File: src/rtl/dlk_region_tracker.sv
// dlk_region_tracker: per-base high-water-mark table for data-leak detection.
// Stores grow a region's high-water mark; loads past it raise a registered
// over-read flag, one cycle after the load.
// Optional build macro DLK_STICKY_EN: overflow_o latches until flush/reset and
// overflow_addr_o keeps the first offending address.
module dlk_region_tracker #(
  parameter int DEPTH    = 8,
  parameter int ADDR_W   = 32,
  parameter int MAX_SPAN = 256
) (
  input  logic                       clk_i,
  input  logic                       rst_ni,
  input  logic                       flush_i,
  input  logic                       st_valid_i,
  input  logic [ADDR_W-1:0]          st_base_i,
  input  logic [ADDR_W-1:0]          st_addr_i,
  input  logic                       ld_valid_i,
  input  logic [ADDR_W-1:0]          ld_base_i,
  input  logic [ADDR_W-1:0]          ld_addr_i,
  output logic                       overflow_o,
  output logic [ADDR_W-1:0]          overflow_addr_o,
  output logic [$clog2(DEPTH):0]     occupancy_o,
  output logic                       full_o,
  output logic [15:0]                overflow_cnt_o
);

  localparam int PW = $clog2(DEPTH);
  localparam logic [ADDR_W-1:0] L_SPAN  = ADDR_W'(MAX_SPAN);
  localparam logic [PW:0]       L_DEPTH = (PW+1)'(DEPTH);

  logic [DEPTH-1:0]  r_valid;
  logic [ADDR_W-1:0] r_base [DEPTH];
  logic [ADDR_W-1:0] r_hwm  [DEPTH];
  logic [PW-1:0]     r_wr_ptr;
  logic [PW:0]       r_occ;
  logic              r_ovf;
  logic [ADDR_W-1:0] r_ovf_addr;
  logic [15:0]       r_cnt;

  logic [ADDR_W-1:0] w_offset;
  logic              w_st_acc;
  logic              w_st_hit;
  logic [PW-1:0]     w_st_idx;
  logic              w_ld_hit;
  logic [ADDR_W-1:0] w_ld_hwm;
  logic              w_fwd;
  logic [ADDR_W-1:0] w_eff_hwm;
  logic              w_viol;

  // Associative lookup for both ports, store acceptance and the load check with same-cycle forwarding
  always_comb begin
    w_offset  = st_addr_i - st_base_i;
    w_st_acc  = st_valid_i && !flush_i && (st_addr_i >= st_base_i) && (w_offset <= L_SPAN);
    w_st_hit  = 1'b0;
    w_st_idx  = '0;
    w_ld_hit  = 1'b0;
    w_ld_hwm  = '0;
    for (int i = 0; i < DEPTH; i++) begin
      if (r_valid[i] && (r_base[i] == st_base_i)) begin
        w_st_hit = 1'b1;
        w_st_idx = PW'(i);
      end
      if (r_valid[i] && (r_base[i] == ld_base_i)) begin
        w_ld_hit = 1'b1;
        w_ld_hwm = r_hwm[i];
      end
    end
    w_fwd     = w_st_acc && (st_base_i == ld_base_i);
    w_eff_hwm = w_ld_hwm;
    if (w_fwd && (!w_ld_hit || (st_addr_i > w_ld_hwm))) begin
      w_eff_hwm = st_addr_i;
    end
    w_viol = ld_valid_i && (w_ld_hit || w_fwd) &&
             (ld_addr_i >= ld_base_i) && (ld_addr_i > w_eff_hwm);
  end

  // Region table: flush clears, store hit raises the mark, store miss allocates FIFO-style
  always_ff @(posedge clk_i or negedge rst_ni) begin
    if (!rst_ni) begin
      r_valid  <= '0;
      r_wr_ptr <= '0;
      r_occ    <= '0;
      for (int i = 0; i < DEPTH; i++) begin
        r_base[i] <= '0;
        r_hwm[i]  <= '0;
      end
    end else if (flush_i) begin
      r_valid  <= '0;
      r_wr_ptr <= '0;
      r_occ    <= '0;
    end else if (w_st_acc) begin
      if (w_st_hit) begin
        if (st_addr_i > r_hwm[w_st_idx]) begin
          r_hwm[w_st_idx] <= st_addr_i;
        end
      end else begin
        r_valid[r_wr_ptr] <= 1'b1;
        r_base[r_wr_ptr]  <= st_base_i;
        r_hwm[r_wr_ptr]   <= st_addr_i;
        r_wr_ptr          <= r_wr_ptr + 1'b1;
        if (r_occ != L_DEPTH) begin
          r_occ <= r_occ + 1'b1;
        end
      end
    end
  end

  // Registered detection result, captured address and saturating detection counter
  always_ff @(posedge clk_i or negedge rst_ni) begin
    if (!rst_ni) begin
      r_ovf      <= 1'b0;
      r_ovf_addr <= '0;
      r_cnt      <= '0;
    end else begin
`ifdef DLK_STICKY_EN
      r_ovf <= (r_ovf & ~flush_i) | w_viol;
      if (w_viol && (!r_ovf || flush_i)) begin
        r_ovf_addr <= ld_addr_i;
      end
`else
      r_ovf <= w_viol;
      if (w_viol) begin
        r_ovf_addr <= ld_addr_i;
      end
`endif
      if (w_viol && (r_cnt != 16'hFFFF)) begin
        r_cnt <= r_cnt + 16'd1;
      end
    end
  end

  assign overflow_o      = r_ovf;
  assign overflow_addr_o = r_ovf_addr;
  assign occupancy_o     = r_occ;
  assign full_o          = (r_occ == L_DEPTH);
  assign overflow_cnt_o  = r_cnt;

endmodule

File: config.mk
export PLATFORM = sky130hd
export DESIGN_NAME = dlk_region_tracker
export DESIGN_NICKNAME = d
export VERILOG_FILES = /design/src/rtl/dlk_region_tracker.sv
export SDC_FILE = /design/constraint.sdc
export NUM_CORES = 2
export LEC_CHECK = 0
export CORE_UTILIZATION = 45
export DETAILED_ROUTE_END_ITERATION = 6
export GPL_TIMING_DRIVEN = 1
export PLACE_DENSITY = 0.58
export SLEW_MARGIN = 15
export SYNTH_ARGS = -nofsm -noshare
export SYNTH_HDL_FRONTEND = slang
export SYNTH_SLANG_ARGS = --single-unit
File: constraint.sdc
create_clock -name clk_i -period 9.7 [get_ports clk_i]
set_input_delay 1.94 -clock clk_i [delete_from_list [all_inputs] [get_ports clk_i]]
set_output_delay 1.94 -clock clk_i [all_outputs]
set_load 0.02 [all_outputs]
==> flow_summary.json <==
{
  "synth.distinct_cells": 77,
  "ys_ff_latch": 576,
  "tightest_slew_ps": 974,
  "async_flop_share_pct": 100,
  "final_cell_mix": "dfrtp_1 (576), mux2_2 (390), buf_4 (369)",
  "worst_ep_required_time_ps": 10180,
  "holdPathStages": 2,
  "viasPerCell": 6.09,
  "cts-buffers-inserted": 71,
  "timing.final.ws_setup_ps": 181,
  "cts_sinks": 576,
  "portBuffers": 186,
  "start_kind": "input pin",
  "core_um2": 85700,
  "start_util_pct": 45.7,
  "critical_path.max_fanout": 12,
  "internal_power_mw": 4.39,
  "peakVddDrop_uv": 104,
  "p_sw_mw": 1.71,
  "finalCriticalPeriod_ps": 9520,
  "hold-path-endpoint": "r_hwm[128]",
  "drive_above_1_share_pct": 22.5,
  "gr-total-overflow": 0,
  "rows": 107,
  "fill_cells": 7703,
  "regToRegSetupSlack_ps": 1670,
  "grt_pass1_vias": 32900,
  "crit_top_cell": "buf_4",
  "critical_path_arrival_ps": 10000,
  "multiInputGateArea_um2": 23100,
  "hold_path.startpoint": "r_hwm[128]",
  "cts_buffer_depth": 3,
  "cts_max_level": 3,
  "ys.flop_type": "dfrtp_1",
  "timing.slew.headroom_pct": 34.9,
  "status": "finished with violations",
  "drcViolationCount": 1,
  "dr.pass1.iters": 7,
  "clk_latency_ps": 630,
  "dieArea_um2": 88100,
  "nNetsFinal": 4689,
  "stdcell_count": 5589,
  "p_per_area_nw_per_um2": 127,
  "swShare_pct": 28.0,
  "holdBufCountCts": 0,
  "critPathKind": "input pin to flip-flop",
  "drt_iter0_drc": 3475,
  "slowest_delay_ps": 580,
  "cts_tree": "yes",
  "dpl.cell_count": 5460,
  "hpwl_um": 121000,
  "p_clk_share_pct": 46.7,
  "max_freq_ghz": 0.105,
  "syn_to_final_growth_pct": 22.7,
  "seqPwrFrac_pct": 39.4,
  "io_pins": 187,
  "setup_viol": 0,
  "ant_nets": 0,
  "maxSlewViolCount": 0,
  "place_ws_ps": -719,
  "wl_per_cell_um": 28.9,
  "ys_seq_area_share_pct": 36.8,
  "syn_area_um2": 39100,
  "clk_transition_reported_paths_ps": 60,
  "avgSynthCellArea_um2": 9.91,
  "die_w_um": 297,
  "rr_worst_depth": 30,
  "worstReg2RegStart": "r_base[58]",
  "utilization_pct": 56.1,
  "syn_inst": 3950,
  "fin_crit_sh_pct": 98.1,
  "totalWireLength_um": 161000,
  "grt_pass1_wl_um": 233000,
  "routabilityCongestion": 1.01,
  "finalClockSkew_ps": 31.8,
  "crit_path_top_delay_cell": "clkdlybuf4s50_1",
  "syn-num-nets": 4247,
  "grt_max_degree": 147,
  "hold_class": "flip-flop to flip-flop",
  "synth_enable_flop_cells": 0,
  "cp-end-kind": "flip-flop",
  "reg2reg_to": "overflow_addr_o[27]",
  "chipHeight_um": 297,
  "yosys_warnings": 0,
  "seq_area_um2": 14400,
  "antenna_found_initial": 1,
  "vias": 34000,
  "leakagePower_nw": 23.0,
  "drv_cap": 0,
  "comb_power_share_pct": 13.9,
  "final_common_cell": "dfrtp_1",
  "grtUsageTotal_pct": 36.1,
  "violations": "design-rule violations",
  "cts-root-buf": "clkbuf_16",
  "finalHoldViolations": 0
}
[per-layer routing]
metal / GRT usage (%) / wire length (um)
met5: 0 / 68
met4: 14.2 / 6720
met3: 8.57 / 16400
met2: 52.2 / 67100
met1: 51.6 / 71000
[final cells by class]
class                           count  share of cell area [%]
Antenna cell                        1                 0.00521
Inverter                          190                    1.48
Clock buffer                       94                    4.30
Tap cell                         1144                    2.98
Timing Repair Buffer              621                    12.3
Clock inverter                     31                   0.800
Sequential cell                   576                    30.0
Multi-Input combinational cell   2932                    48.2
[cells in the mapped netlist (7+ instances only)]
cell | count | area share (%)
nor4b_1 | 8 | 0.18
nor3_1 | 84 | 1.1
mux2_2 | 390 | 11
a21oi_1 | 178 | 2.3
mux2i_1 | 108 | 2.8
nor2_1 | 151 | 1.4
nand3_1 | 56 | 0.72
xor2_1 | 338 | 7.6
buf_4 | 18 | 0.35
xnor2_1 | 224 | 5.0
and4_1 | 8 | 0.18
a31oi_1 | 10 | 0.16
buf_2 | 73 | 0.93
nand2_1 | 190 | 1.8
nor2b_1 | 14 | 0.22
clkbuf_1 | 153 | 1.5
or3_1 | 16 | 0.26
o21ai_0 | 240 | 3.1
o2111ai_1 | 7 | 0.16
ha_1 | 164 | 5.2
or4_1 | 9 | 0.17
o211ai_1 | 12 | 0.23
nand4b_1 | 8 | 0.18
buf_1 | 9 | 0.086
mux2_1 | 130 | 3.7
dfrtp_1 | 576 | 37
inv_1 | 189 | 1.8
a21o_1 | 83 | 1.6
nor4_1 | 142 | 2.3
and3_1 | 15 | 0.24
o21a_1 | 54 | 1.0
nand4_1 | 127 | 2.0
o22a_1 | 29 | 0.65
nand2b_1 | 13 | 0.21
o31ai_1 | 34 | 0.65
[flip-flops by register name, indices dropped and copies added, names as in the netlist]
| register | count |
|---|---|
| r_valid | 8 |
| overflow_cnt_o | 16 |
| r_hwm | 256 |
| r_wr_ptr | 3 |
| overflow_addr_o | 32 |
| overflow_o | 1 |
| r_base | 256 |
| occupancy_o | 4 |
[repair_timing]
item / 4_1_cts / 5_1_grt
resized for setup: 2 / 28
gates cloned: 0 / 1
buffers inserted: 0 / 2
endpoints found under the setup margin: 27 / 48
pin swaps: 0 / 7
[kinds of logic (layout without fill, tap and decap cells)]
logic type / Yosys count / in the layout / share of synthesized area (%)
fa+ha+maj: 164 / 164 / 5.24
compound gates: 703 / 704 / 11.1
xor+xnor: 562 / 562 / 12.6
simple gates: 874 / 874 / 11.8
other cells: 0 / 1 / 0
mux: 628 / 628 / 17.7
flops: 576 / 576 / 36.8
buf+inv: 443 / 936 / 4.66
[worst max-delay path, delay by kind of cell]
| kind | cells | cell delay [ps] |
|---|---|---|
| simple gates | 8 | 1660 |
| compound gates | 10 | 2220 |
| mux | 5 | 1060 |
| fa+ha+maj | 2 | 590 |
| xor+xnor | 1 | 200 |
| buf+inv | 9 | 2270 |
[per-stage QoR]
step / TNS (ps) / hold slack (ps) / area (um^2) / total power, mW
after floorplan: 0 / 450 / 39100 / 2.83
after global placement: -24670 / 463 / 45400 / 3.27
after detailed placement: -29250 / 473 / 45400 / 3.27
after CTS: 0 / 485 / 47900 / 6.10
after global routing: -4510 / 523 / 48000 / 6.27
final: 0 / 489 / 48000 / 6.10
[how the worst max path moves through the flow]
stage               slack (ps)                  end          start
floorplan                  730    overflow_cnt_o[1]   ld_base_i[7]
global placement          -610  overflow_addr_o[10]   ld_base_i[3]
detailed placement        -720   overflow_addr_o[6]   ld_base_i[3]
CTS                         30   overflow_addr_o[6]   ld_base_i[3]
global route              -140  overflow_addr_o[12]  ld_base_i[17]
finish                     180  overflow_addr_o[27]   ld_base_i[4]
[power by group through the flow]
stage / Clock (mW) / Combinational (mW) / Sequential [mW]
after global routing: 2.97 / 0.897 / 2.40
after global placement: 0 / 0.827 / 2.45
after detailed placement: 0 / 0.821 / 2.45
after floorplan: 0 / 0.378 / 2.45
final: 2.85 / 0.850 / 2.40
after CTS: 2.87 / 0.826 / 2.40
Note: power is estimated with default switching activity, not from simulation.
